==> src/rtl/escaped_operand_player.sv <==
// escaped_operand_player: de-escapes a byte stream into WIDTH-bit operand pairs and delivers them over valid/ready.
// Define PLAYER_BIG_ENDIAN_EN to assemble operand bytes MSB first instead of LSB first.
module escaped_operand_player #(
    parameter int WIDTH = 8,
    parameter int LENGTH = 1000000,
    parameter logic [7:0] ESC_BYTE = 8'h7D,
    parameter logic [7:0] ESC_XOR = 8'h20
) (
    input  logic             clk_i,
    input  logic             reset_i,
    input  logic             in_valid_i,
    input  logic [7:0]       in_data_i,
    output logic             in_ready_o,
    output logic             op_valid_o,
    output logic [WIDTH-1:0] op_a_o,
    output logic [WIDTH-1:0] op_b_o,
    input  logic             op_ready_i,
    output logic [31:0]      count_o,
    output logic             done_o,
    output logic             esc_err_o
);
    localparam int BYTES = WIDTH / 8;
    localparam int IW = BYTES > 1 ? $clog2(BYTES) : 1;
    localparam logic [IW-1:0] LAST = IW'(BYTES - 1);

    typedef enum logic [1:0] {COLLECT_A, COLLECT_B, HOLD, DONE} state_t;

    state_t           state, state_next;
    logic [IW-1:0]    idx, idx_next, pos;
    logic             esc_pending, esc_next, err_next;
    logic [WIDTH-1:0] a_next, b_next;
    logic [31:0]      count_next;
    logic             take, is_esc;
    logic [7:0]       data;

    assign in_ready_o = state == COLLECT_A || state == COLLECT_B;
    assign op_valid_o = state == HOLD;
    assign done_o     = state == DONE;
    assign take       = in_valid_i && in_ready_o;
    assign is_esc     = in_data_i == ESC_BYTE;
    assign data       = esc_pending ? in_data_i ^ ESC_XOR : in_data_i;
`ifdef PLAYER_BIG_ENDIAN_EN
    assign pos = LAST - idx;
`else
    assign pos = idx;
`endif

    always_comb begin
        state_next = state;
        idx_next   = idx;
        esc_next   = esc_pending;
        err_next   = esc_err_o;
        a_next     = op_a_o;
        b_next     = op_b_o;
        count_next = count_o;
        if (take && is_esc) begin
            esc_next = 1'b1;
            err_next = esc_err_o | esc_pending;
        end else if (take) begin
            esc_next = 1'b0;
            if (state == COLLECT_A) a_next[{pos, 3'b000} +: 8] = data;
            else b_next[{pos, 3'b000} +: 8] = data;
            idx_next = idx == LAST ? '0 : idx + IW'(1);
            if (idx == LAST) state_next = state == COLLECT_A ? COLLECT_B : HOLD;
        end
        if (state == HOLD && op_ready_i) begin
            count_next = count_o + 32'd1;
            state_next = (LENGTH != 0 && count_next == 32'(LENGTH)) ? DONE : COLLECT_A;
        end
    end

    always_ff @(posedge clk_i) begin
        if (!reset_i) begin
            state       <= COLLECT_A;
            idx         <= '0;
            esc_pending <= 1'b0;
            esc_err_o   <= 1'b0;
            op_a_o      <= '0;
            op_b_o      <= '0;
            count_o     <= '0;
        end else begin
            state       <= state_next;
            idx         <= idx_next;
            esc_pending <= esc_next;
            esc_err_o   <= err_next;
            op_a_o      <= a_next;
            op_b_o      <= b_next;
            count_o     <= count_next;
        end
    end
endmodule

==> config.mk <==
export PLATFORM = sky130hd
export DESIGN_NAME = escaped_operand_player
export DESIGN_NICKNAME = d
export VERILOG_FILES = /design/src/rtl/escaped_operand_player.sv
export SDC_FILE = /design/constraint.sdc
export NUM_CORES = 1
export LEC_CHECK = 0
export BUFFER_PORTS_ARGS = -buffer_cell sky130_fd_sc_hd__clkbuf_2
export CAP_MARGIN = 20
export CORE_MARGIN = 5
export CORE_UTILIZATION = 35
export DETAILED_ROUTE_END_ITERATION = 7
export HOLD_SLACK_MARGIN = 0.05
export RECOVER_POWER = 100
export REMOVE_ABC_BUFFERS = 1
export SETUP_SLACK_MARGIN = 0.02
export SLEW_MARGIN = 0
export SYNTH_ARGS = -nofsm -noshare
export SYNTH_HDL_FRONTEND = slang
export SYNTH_SLANG_ARGS = --single-unit
==> constraint.sdc <==
create_clock -name clk_i -period 4 [get_ports clk_i]
set_input_delay 0.4 -clock clk_i [delete_from_list [all_inputs] [get_ports clk_i]]
set_output_delay 0.4 -clock clk_i [all_outputs]
set_load 0.05 [all_outputs]
* Word level (Yosys, flattened, before mapping)
Index checks and enable logic that the tools add are counted.
** Operators by class
- $add $sub $neg :: 3
- Equal/unequal tests :: 7
- Shift-type cells :: 2
- Multiplexer cells :: 12
- Bitwise operators :: 4
- Reduce and logical (&&, ||, !) cells :: 11
** Operators with widths (number)
- $add 32x1->32 const B :: 1
- $eq 32x20->1 const B :: 1
- $bwmux 8 :: 2
- $mux 2 :: 6
- $reduce_and 3->1 :: 3
- $eq 8x7->1 const B :: 1
- $shift 8x6->8 const A :: 1
- $shiftx 8x6->8 :: 1
- $mux 6 :: 1
- $neg 4->6 :: 1
- $eq 2x2->1 const B :: 2
- $ne 2x1->1 const B :: 2
- $reduce_bool 2->1 :: 2
- $logic_and 1x1->1 :: 3
- $mux 1 :: 3
- $not 1->1 :: 3
- $eq 2x1->1 const B :: 1
- $logic_not 2->1 :: 1
- $reduce_and 2->1 :: 1
- $add 1x1->1 const B :: 1
- $logic_or 1x1->1 :: 1
- $or 1x1->1 :: 1
** Storage, ports and cells
- Register bits after elaboration :: 53
- Input bits :: 12
- Output and inout bits :: 52
- Word-level logic and storage cells :: 46

* Longest topological paths before layout
- Depth in word-level cells :: 6
- Depth in mapped cells :: 9
- Depth with buffers taken out :: 8

* Least setup slack after synthesis
OpenSTA, ideal clock, no wires.
- Path type :: register to register
- Start :: register count_o[3]
- End :: register state[1]
- Library setup time :: 0.070 ns
- Data arrival time :: 2.752 ns
- Data required time :: 3.930 ns
- Path slack :: 1.178 ns
- Stages on the path, launching flop included :: 10
- Path buffers :: 2
- Clock period less this slack :: 2.822 ns
- Cells stage by stage :: dfxtp_1 > buf_2 > nand4_2 > or4_4 > buf_6 > xnor2_1 > or4_1 > nor3_1 > nand4_1 > a21oi_1
** Between the ends
- Longest elaborated chain between the ends :: 4
** Ends and longest elaborated chain
- start: declaration :: line 18 : output logic [31:0] count_o,
- start signal: assignment :: line 88 : count_o <= count_next;
- $add 32x1->32 :: line 67 : count_next = count_o + 32'd1;
- $eq 32x20->1 :: line 68 : state_next = (LENGTH != 0 && count_next == 32'(LENGTH)) ? DONE : COLLECT_A;
- $mux 2 :: line 68
- $mux 2 :: line 66 : if (state == HOLD && op_ready_i) begin
- end signal: assignment :: line 82 : state <= state_next;
- end: declaration :: line 28 : state_t state, state_next;
Every way passes these cells.
A chain may end at the register's enable or synchronous reset.

* Worst setup path after layout
Ends and elaborated chain as after synthesis.

==> results.json <==
{
  "gp_congestion": 0.816,
  "whs_ps": 376,
  "synth_compound_area_share_pct": 6.25,
  "place_area_um2": 3220,
  "synthXorXnorAreaFrac_pct": 11.9,
  "drt_wl_total_um": 7050,
  "clockRootBuffer": "clkbuf_8",
  "clk_latency_ps": 310,
  "startpoint": "count_o[3]",
  "synth-edff-count": 0,
  "drive_gt1_share_pct": 7.53,
  "clock_path_buffers": 2,
  "io_pins": 64,
  "synth_warnings": 0,
  "ys_top_cells_by_area": "dfxtp_1, xnor2_1, and2_1",
  "dp.cells": 482,
  "cts_hold_buffers": 0,
  "yosys.area_share.simple_pct": 35.0,
  "final_util_pct": 39.8,
  "drcViolationCount": 0,
  "fin_ws_ps": 1270,
  "cpLargestDelayFamily": "simple AND/OR/NAND/NOR gates",
  "synth_seq_cells": 52,
  "start_util_pct": 35.4,
  "r2r_cells": 7,
  "cp-end-kind": "register",
  "io_buffers": 63,
  "violations": "capacitance limit, slew limit",
  "rows": 33,
  "tns_ps": 0,
  "path_max_fanout": 8,
  "fmax_ghz": 0.366,
  "path_common_cell": "nand4_1",
  "worstHoldPathCells": 3,
  "setup_viol": 0,
  "synth_fa_ha_area_share_pct": 0.868,
  "numCtsBuffers": 5,
  "final_max_slew_viol_count": 54,
  "status": "finished, violations left",
  "first_pass_iters": 6,
  "skew_ps": 6.29,
  "dieArea_um2": 10100,
  "p_total_mw": 0.949,
  "grt_max_degree": 54,
  "yosys.area.top_type_share_pct": 36.1,
  "synth_top_family_by_area": "simple AND/OR/NAND/NOR gates",
  "async_reset_ff_share_pct": 0,
  "cts_sinks": 52,
  "timing.final.crit_share_pct": 68.3,
  "synth_ff_type": "dfxtp_1",
  "cts-resized-gates": 0,
  "ir_drop_mv": 0.143,
  "timing.critical_path.buf_inv": 0,
  "antennaDiodeCount": 0,
  "viasPerCell": 4.98,
  "critPathSlowestCell": "or4_4",
  "yosysSeqAreaShare_pct": 36.1,
  "drv_cap": 1,
  "area_growth_pct": 12.2,
  "layout.nets": 398,
  "r2r-end": "state[1]",
  "dp_slack_ps": 1340,
  "antenna_found_initial": 0,
  "multiInputGateArea_um2": 1710,
  "netlist_instances": 335,
  "yosysUniqueCellTypes": 47,
  "layout_common_cells": "clkbuf_1, dfxtp_1, xnor2_1, nand2_1, and2_1",
  "crit_chain": "nand4_1, or4_4, xnor2_1, or4_1, nor3_1, nand4_1, a21oi_1",
  "worstMarginPinSlew_ps": 1830,
  "ff2ff_setup_slack_ps": 1270,
  "drt-initial-drc-count": 72,
  "register_area_um2": 1040,
  "muxShareOfSynthArea_pct": 5.60,
  "slowest_delay_ps": 630,
  "dp_hpwl_um": 5200,
  "reg2reg_from": "count_o[3]",
  "grt_usage_pct": 14.3,
  "hold_viol": 0,
  "nFillCells": 869,
  "final_common_cell": "clkbuf_1",
  "min_from": "in_data_i[1]",
  "worst_ep_arrival_time_ps": 2980,
  "grt_pass1_vias": 2392,
  "cts-htree-levels": 2,
  "syn_area_per_cell_um2": 8.60,
  "min_to": "op_b_o[1]",
  "path_clk_slew_ps": 100,
  "grt_pass1_wl_um": 11800,
  "critPathKind": "register to register",
  "period_needed_ps": 2730,
  "critPathLaunchType": "register",
  "final_cells": 490,
  "crit_required_ps": 4240,
  "rsz0062_at_grt": "false",
  "core_area_um2": 8130,
  "dieWidth_um": 101,
  "ant_nets": 0,
  "p_leak_nw": 1.14,
  "min_path_type": "input pin to register",
  "fp.dieH_um": 101,
  "syn-cell-area_um2": 2880,
  "cts_tree": "done",
  "synth_area_leader_cell": "dfxtp_1",
  "avgRoutedWirePerCell_um": 14.4,
  "p_per_area_nw_per_um2": 293,
  "max_slew_margin_pct": -22.1,
  "vias": 2440,
  "finalInstanceArea_um2": 3230,
  "grt-ovfl-total": 0,
  "cts_setup_buffers": 0
}
[cell usage after synthesis (2+ instances only)]
library cell,n
a21boi_0,6
a22oi_1,2
a31oi_1,4
and2_1,33
and3_1,7
and4_1,2
buf_2,2
buf_4,5
clkbuf_1,10
clkbuf_2,3
dfxtp_1,52
ha_1,2
inv_1,3
mux2i_1,15
nand2_1,27
nand3_1,16
nand4_1,12
nand4b_1,2
nor2_1,21
nor2b_1,21
nor3_1,10
nor4_1,4
o21ai_0,10
or3_1,4
or3_2,3
xnor2_1,30
xor2_1,9
[registers in the layout (all words and copies together), names as in the netlist]
name	count
count_o	32
esc_err_o	1
esc_pending	1
op_a_o	8
op_b_o	8
state	2
[worst max path at each step]
stage	end	slack (ps)	depth (start not counted)
after floorplan	state[1]	1270	7
after global placement	state[1]	1390	7
after detailed placement	state[1]	1340	7
after CTS	state[1]	1320	7
after global routing	state[1]	990	6
final	state[1]	1270	7
[power by group]
part | leakage, nW | switching (mW) | internal [mW]
clock network | 0.0463 | 0.194 | 0.129
logic | 0.673 | 0.0649 | 0.0259
registers | 0.421 | 0.00693 | 0.528
[layout make-up]
cell class	count	area share [%]
Inverter	3	0.348
Clock inverter	3	0.851
Tap cell	105	4.06
Multi-Input combinational cell	259	52.7
Timing Repair Buffer	63	7.70
Clock buffer	5	2.13
Sequential cell	52	32.2
[routing by layer]
layer,wire length [um],vias to the layer above,global-route usage [%]
met5,0,-,0
met4,134,0,4.77
met3,221,12,2.70
met2,3320,40,23.6
met1,3370,1143,18.5
li1,-,1245,-
[worst min-delay path, cell delays in order]
cell	delay [ps]
clkbuf_2	100
nand3_1	70
a21boi_0	70
[cell families after synthesis]
family	count (synthesis)
buffers and inverters	24
adder cells (fa/ha/maj)	2
flip-flops	52
AO/OA/AOI/OAI	27
XOR/XNOR	39
multiplexers	16
AND/OR/NAND/NOR	175
No activity file was read; power rests on OpenSTA's default activity.
